File: src/rtl/cpu_pkg.sv
// rtl/cpu_pkg.sv - shared pipeline widths, register-index/word types and the r0 index
package cpu_pkg;

    localparam int DATA_W = 32;
    localparam int ADDR_W = 5;

    localparam logic [ADDR_W-1:0] REG_ZERO = 5'd0;

    typedef logic [ADDR_W-1:0] reg_idx_t;
    typedef logic [DATA_W-1:0] word_t;

endpackage

File: src/rtl/wb_regfile_array.sv
// rtl/wb_regfile_array.sv - regfile_array: 2**ADDR_W x DATA_W storage, one write port, two async reads
// Index 0 is never written and always reads zero.
module regfile_array
    import cpu_pkg::*;
#(
    parameter int DATA_W = cpu_pkg::DATA_W,
    parameter int ADDR_W = cpu_pkg::ADDR_W
) (
    input  logic              clk,
    input  logic              clr,
    input  logic              we,
    input  logic [ADDR_W-1:0] wn,
    input  logic [DATA_W-1:0] wd,
    input  logic [ADDR_W-1:0] rs,
    input  logic [ADDR_W-1:0] rt,
    output logic [DATA_W-1:0] qa,
    output logic [DATA_W-1:0] qb
);

    localparam int DEPTH = 2 ** ADDR_W;
    localparam logic [ADDR_W-1:0] ZERO_IDX = ADDR_W'(REG_ZERO);

    logic [DATA_W-1:0] regs [DEPTH];

    always_ff @(posedge clk) begin
        if (clr) begin
            for (int i = 0; i < DEPTH; i++) begin
                regs[i] <= '0;
            end
        end else if (we && (wn != ZERO_IDX)) begin
            regs[wn] <= wd;
        end
    end

    // r0 is forced at the read side so the stored entry never matters
    always_comb begin
        qa = (rs == ZERO_IDX) ? '0 : regs[rs];
        qb = (rt == ZERO_IDX) ? '0 : regs[rt];
    end

endmodule

File: src/rtl/wb_regfile.sv
// rtl/wb_regfile.sv - WB result mux, register file write/read, retired-write counter
// Optional write-through to the ID read ports under macro WB_BYPASS_EN.
module wb_regfile
    import cpu_pkg::*;
#(
    parameter int DATA_W = cpu_pkg::DATA_W,
    parameter int ADDR_W = cpu_pkg::ADDR_W,
    parameter int CNT_W  = 32
) (
    input  logic              clk,
    input  logic              clr,
    input  logic              WBwreg,
    input  logic              WBm2reg,
    input  logic [ADDR_W-1:0] WBwn,
    input  logic [DATA_W-1:0] WBaluResult,
    input  logic [DATA_W-1:0] WBmemOut,
    input  logic [ADDR_W-1:0] IDrs,
    input  logic [ADDR_W-1:0] IDrt,
    output logic [DATA_W-1:0] IDqa,
    output logic [DATA_W-1:0] IDqb,
    output logic [DATA_W-1:0] WBwdata,
    output logic              WBwe,
    output logic [CNT_W-1:0]  wbCount
);

    localparam logic [ADDR_W-1:0] ZERO_IDX = ADDR_W'(REG_ZERO);
    localparam logic [CNT_W-1:0]  CNT_ONE  = {{(CNT_W-1){1'b0}}, 1'b1};

    logic [DATA_W-1:0] rf_qa;
    logic [DATA_W-1:0] rf_qb;

    assign WBwdata = WBm2reg ? WBmemOut : WBaluResult;
    assign WBwe    = WBwreg && (WBwn != ZERO_IDX);

    regfile_array #(
        .DATA_W (DATA_W),
        .ADDR_W (ADDR_W)
    ) u_array (
        .clk (clk),
        .clr (clr),
        .we  (WBwe),
        .wn  (WBwn),
        .wd  (WBwdata),
        .rs  (IDrs),
        .rt  (IDrt),
        .qa  (rf_qa),
        .qb  (rf_qb)
    );

`ifdef WB_BYPASS_EN
    // WBwe is already false for r0, so the bypass cannot leak into index 0
    always_comb begin
        IDqa = (WBwe && (IDrs == WBwn)) ? WBwdata : rf_qa;
        IDqb = (WBwe && (IDrt == WBwn)) ? WBwdata : rf_qb;
    end
`else
    always_comb begin
        IDqa = rf_qa;
        IDqb = rf_qb;
    end
`endif

    // Wraps silently at 2**CNT_W-1
    always_ff @(posedge clk) begin
        if (clr) begin
            wbCount <= '0;
        end else if (WBwe) begin
            wbCount <= wbCount + CNT_ONE;
        end
    end

endmodule
File: config.mk
export PLATFORM = sky130hd
export DESIGN_NAME = wb_regfile
export DESIGN_NICKNAME = d
export VERILOG_FILES = /design/src/rtl/cpu_pkg.sv /design/src/rtl/wb_regfile_array.sv /design/src/rtl/wb_regfile.sv
export SDC_FILE = /design/constraint.sdc
export NUM_CORES = 2
export LEC_CHECK = 0
export ABC_AREA = 1
export CORE_ASPECT_RATIO = 1.2
export CORE_MARGIN = 8
export CORE_UTILIZATION = 45
export DETAILED_ROUTE_END_ITERATION = 12
export REMOVE_ABC_BUFFERS = 1
export SYNTH_ARGS = -nofsm -noshare
export SYNTH_HDL_FRONTEND = slang
export SYNTH_SLANG_ARGS = --single-unit
File: constraint.sdc
create_clock -name clk -period 5.3 [get_ports clk]
set_input_delay 1.06 -clock clk [delete_from_list [all_inputs] [get_ports clk]]
set_output_delay 1.06 -clock clk [all_outputs]
set_load 0.005 [all_outputs]
# Yosys cells after proc, flatten, opt, wreduce, memory -nomap -nowiden
# Memory sizes are Yosys's and may differ from the RTL's.
# Cells that the tools add are included.
# op_classes
add_sub_neg	1
n_mux	11
reduce_logical	6
# op_table
cell	n
32-bit 2-to-1 mux	4
32-bit by 1-bit adder with 32-bit output, second input constant	1
32-bit OR reduction	1
5-bit logical NOT	2
1-bit 2-to-1 mux	6
5-bit 2-to-1 mux	1
5-bit nonzero test	1
1-bit logical AND	2
# word_totals
ramBits	1024
mem_count	1
ff_bits	32
wordCells	20
# mem_list
memory	words	word_bits	rd	rd_ports_with_merged_regs	wr	line	rtl
u_array.regs	32	32	2	0	32	wb_regfile_array.sv:23	logic [DATA_W-1:0] regs [DEPTH];

# Depth between registers and ports, before layout
# logic_depth
depth_word	8
mapped_depth	12
depth_no_buf	9

# Hierarchy
# Synthesis repeated with hierarchy kept, for this count alone.
# hier_totals
cells_unflattened	7603
area_unflattened_um2	58855.2
# modules_own_cells
module	area_each_um2	cells_per_inst	seq_area_each_um2	n_inst
regfile_array	56525.5	7252	30749.5	1
wb_regfile	2329.7	351	640.6	1

# Worst setup path after synthesis
# OpenSTA, ideal clock, no wires.
# synth_path
kind	input port to output port
from	input port IDrs[1]
to	output port IDqa[14]
t_arrival_ns	2.286
required_ns	4.240
slack_ns	1.954
stages	11
cell_sequence	clkbuf_1 inv_1 clkbuf_1 clkbuf_1 nand3_1 nand3_1 nand2_1 nand2_1 nand2_1 nor2_1 nor2_1
# synth_between
elab_chain_len	2
elab_cells_between_ends	3
classes_between	mux (1); reduce/logical (1); memory (1)
# synth_lines
element	line	rtl
from (decl)	wb_regfile.sv:17	input logic [ADDR_W-1:0] IDrs,
memory 32 x 32 bit / 5-bit logical NOT (equally long branches)	-	
32-bit 2-to-1 mux *	wb_regfile_array.sv:37	qa = (rs == ZERO_IDX) ? '0 : regs[rs];
to (decl)	wb_regfile.sv:19	output logic [DATA_W-1:0] IDqa,
# Mark *: on every way between the ends. The rest lies on a longest branch, timed or not.

# Final worst setup path
# layout_path
from	input port IDrs[1]
to	output port IDqa[15]
# The elaborated chain is that of the path after synthesis.

==> run_results.csv <==
group,metric,value,unit
run_status,status,"complete, no violations",
run,cap_violations,0,
floorplanning,start_util,45.1,%
timing,rsz0062_at_grt,"no",
timing,slew_violations,0,
cts,post-cts-setup-buffers,0,
global_routing,overflow,0,
yosys,synthArstFlopShare,0,%
timing,fin_crit,4.75,ns
yosys,synth_commonest_cells,"nand2_1 (2623), nand3_1 (1446), nor2_1 (1375), edfxtp_1 (1024), clkbuf_1 (399)",
route,first_pass_iters,7,
global_routing,antenna_found_initial,4,
route,drtAntennaViolNets,0,
power,p_seq_share,46.6,%
yosys,syn_area,58400,um^2
cts,cts_hold_buf,0,
timing,skew,0.0207,ns
hold_path,hp-class,"register to register",
layout,fin_area,67000,um^2
power,p_int,15.2,mW
route,dr_total_vias,56900,
layout,nNetsFinal,7632,
power,total_power,21.1,mW
placement,placed_area,63300,um^2
power,p_leak,27.9,nW
yosys,syn_area_per_cell,7.70,um^2
yosys,synth_top_cell_by_area,"edfxtp_1",
cts,path_clk_slew,0.06,ns
route,drtIter0Drc,8820,
layout,drive_gt1_share,6.94,%
yosys,synth_flop_cell,"edfxtp_1",
yosys,synth_top_area_share,52.6,%
power,combPwrFrac,15.1,%
yosys,ys_ff_latch,1056,
yosys,synth_area_leaders,"edfxtp_1 (53%), nand2_1 (17%), nand3_1 (12%)",
layout,syn_to_final_growth,14.8,%
setup_path,worst_setup_path_end_kind,"primary output",
timing,finalCritPeriodShare,89.6,%
floorplanning,die_w,345,um
global_routing,grt_pass1_wl,356000,um
cts,cts_buffers,113,
global_routing,grtUsageMet1,43.0,%
global_routing,grtUsageMet2,53.6,%
placement,port_buffers,211,
global_routing,busiest_layer,"met2",
timing,relSlewSlack,19.1,%
floorplanning,top_level_ports,212,
placement,dp_hpwl,142000,um
cts,htree_levels,3,
global_routing,groute.usage.overall,33.9,%
timing,fmax,210,MHz
route,vias_per_cell,6.10,
setup_path,critPathRequiredTime,4.24,ns
yosys,netlist_instances,7588,
cts,clock_sink_count,1056,
cts,tritoncts,"built",
timing,setup_viol,0,
cts,clk_path_buf_depth,3,
setup_path,crit_arrival,3.69,ns
yosys,synth_edf_count,1024,
global_routing,grtUsageMet3,6.54,%
cts,post_cts_resized,0,
floorplanning,coreArea,130000,um^2
yosys,synth_seq_area_share,53.7,%
cts,cts-root-buf,"clkbuf_16",
placement,place_congestion,0.906,
power,ir_drop,244,uV
setup_path,critical_path_class,"input port to primary output",
floorplanning,die_y,411,um
timing,hold_viol_final,0,
yosys,ys_types,26,
route,routedWlPerCell,26.6,um
power,sw_frac_of_total,28.1,%
floorplanning,die-area,142000,um^2
cts,clk_latency,0.75,ns
yosys,yosysMostFrequentCell,"nand2_1",
power,p_per_area,315,nW/um^2
yosys,yosysWarnings,0,
route,drc,0,
power,pwr-share-clk,38.3,%
layout,fill_cells,12100,
setup_path,crit_fanout,35,
floorplanning,rows,145,
global_routing,grt_max_degree,122,
global_routing,grt_pass1_vias,53700,
power,switchingPower,5.93,mW
setup_path,crit_path_start_kind,"input port",
layout,final_core_util,51.7,%
route,routed_wl,249000,um
timing,tightest_slew,1.21,ns
## power by group through the flow
stage,Clock (mW),Combinational [mW],Sequential (mW)
after detailed placement,0,3.11,10.0
after CTS,8.14,3.12,9.82
after floorplan,0,1.53,9.94
after global placement,0,3.08,9.98
after global routing,8.42,3.39,9.88
final,8.10,3.19,9.84
## per-layer routing
metal | vias to the layer above | part of all wire [%]
li1 | 24900 | -
met1 | 26800 | 36
met2 | 4344 | 45
met3 | 936 | 12
met4 | 10 | 6.9
met5 | - | 0.027
## cell type report
cell class,count,area (um^2),area share (%)
Inverter,141,569,0.849
Antenna cell,1,2.50,0.00373
Timing Repair Buffer,463,4990,7.45
Multi-Input combinational cell,5773,24300,36.2
Tap cell,1690,2110,3.15
Sequential cell,1056,31400,46.8
Clock inverter,66,589,0.879
Clock buffer,143,3100,4.62
## registers in the layout (all words and copies together), names as in the netlist
| signal | cells |
|---|---|
| u_array.regs | 1024 |
| wbCount | 32 |
## stage by stage
stage          TNS [ns]  cells  hold WS, ns  setup WS, ns
6_report              0   9333        0.504         0.549
5_1_grt               0   9332        0.526         0.512
4_1_cts               0   9332        0.506         0.597
3_5_place_dp          0   9123        0.494         0.615
3_3_place_gp          0   9123        0.489         0.619
2_1_floorplan   -180.68   6970        0.481         -2.82
## final timing paths
path / from / slack [ns] / end / depth (start not counted)
hold reg to reg: wbCount[12]$_SDFFE_PP0P_ / 0.50 / wbCount[12]$_SDFFE_PP0P_ / 2
hold / removal: wbCount[12]$_SDFFE_PP0P_ / 0.50 / wbCount[12]$_SDFFE_PP0P_ / 2
setup / recovery: IDrs[1] / 0.55 / IDqa[15] / 8
setup reg to reg: wbCount[1]$_SDFFE_PP0P_ / 3.32 / wbCount[26]$_SDFFE_PP0P_ / 9
## critical path, stage by stage
cell and delay (ns):
buf_8 0.29, buf_4 0.56, nor3_1 0.15, nand3_2 0.12
buf_12 0.26, nand2_1 0.11, nor2_1 0.39, clkdlybuf4s50_1 0.62
## cell families (layout without fill, tap and decap cells)
kind of cell	count (synthesis)	after routing	synth area share, %
other	1	33	0.00642
DFF	1056	1056	53.7
buffers and inverters	790	813	5.45
and+or+nand+nor	5474	5474	38.4
AOI/OAI and AO/OA	263	263	2.36
xor gates and xnor gates	3	3	0.0450
adders and majority gates	1	1	0.0214
## placed cells by master, fill, tap and decap left out, drive strengths merged, types with 50 or more instances in the layout
cell type,synthesis,routed
nor2,1375,1375
edfxtp,1024,1024
nand2,2624,2624
buf,250,264
clkdlybuf4s50,0,199
inv,141,144
nand3,1446,1446
clkinv,0,50
o21ai,142,142
a21oi,96,96
clkbuf,399,143
(Power assumes the default switching activity.)
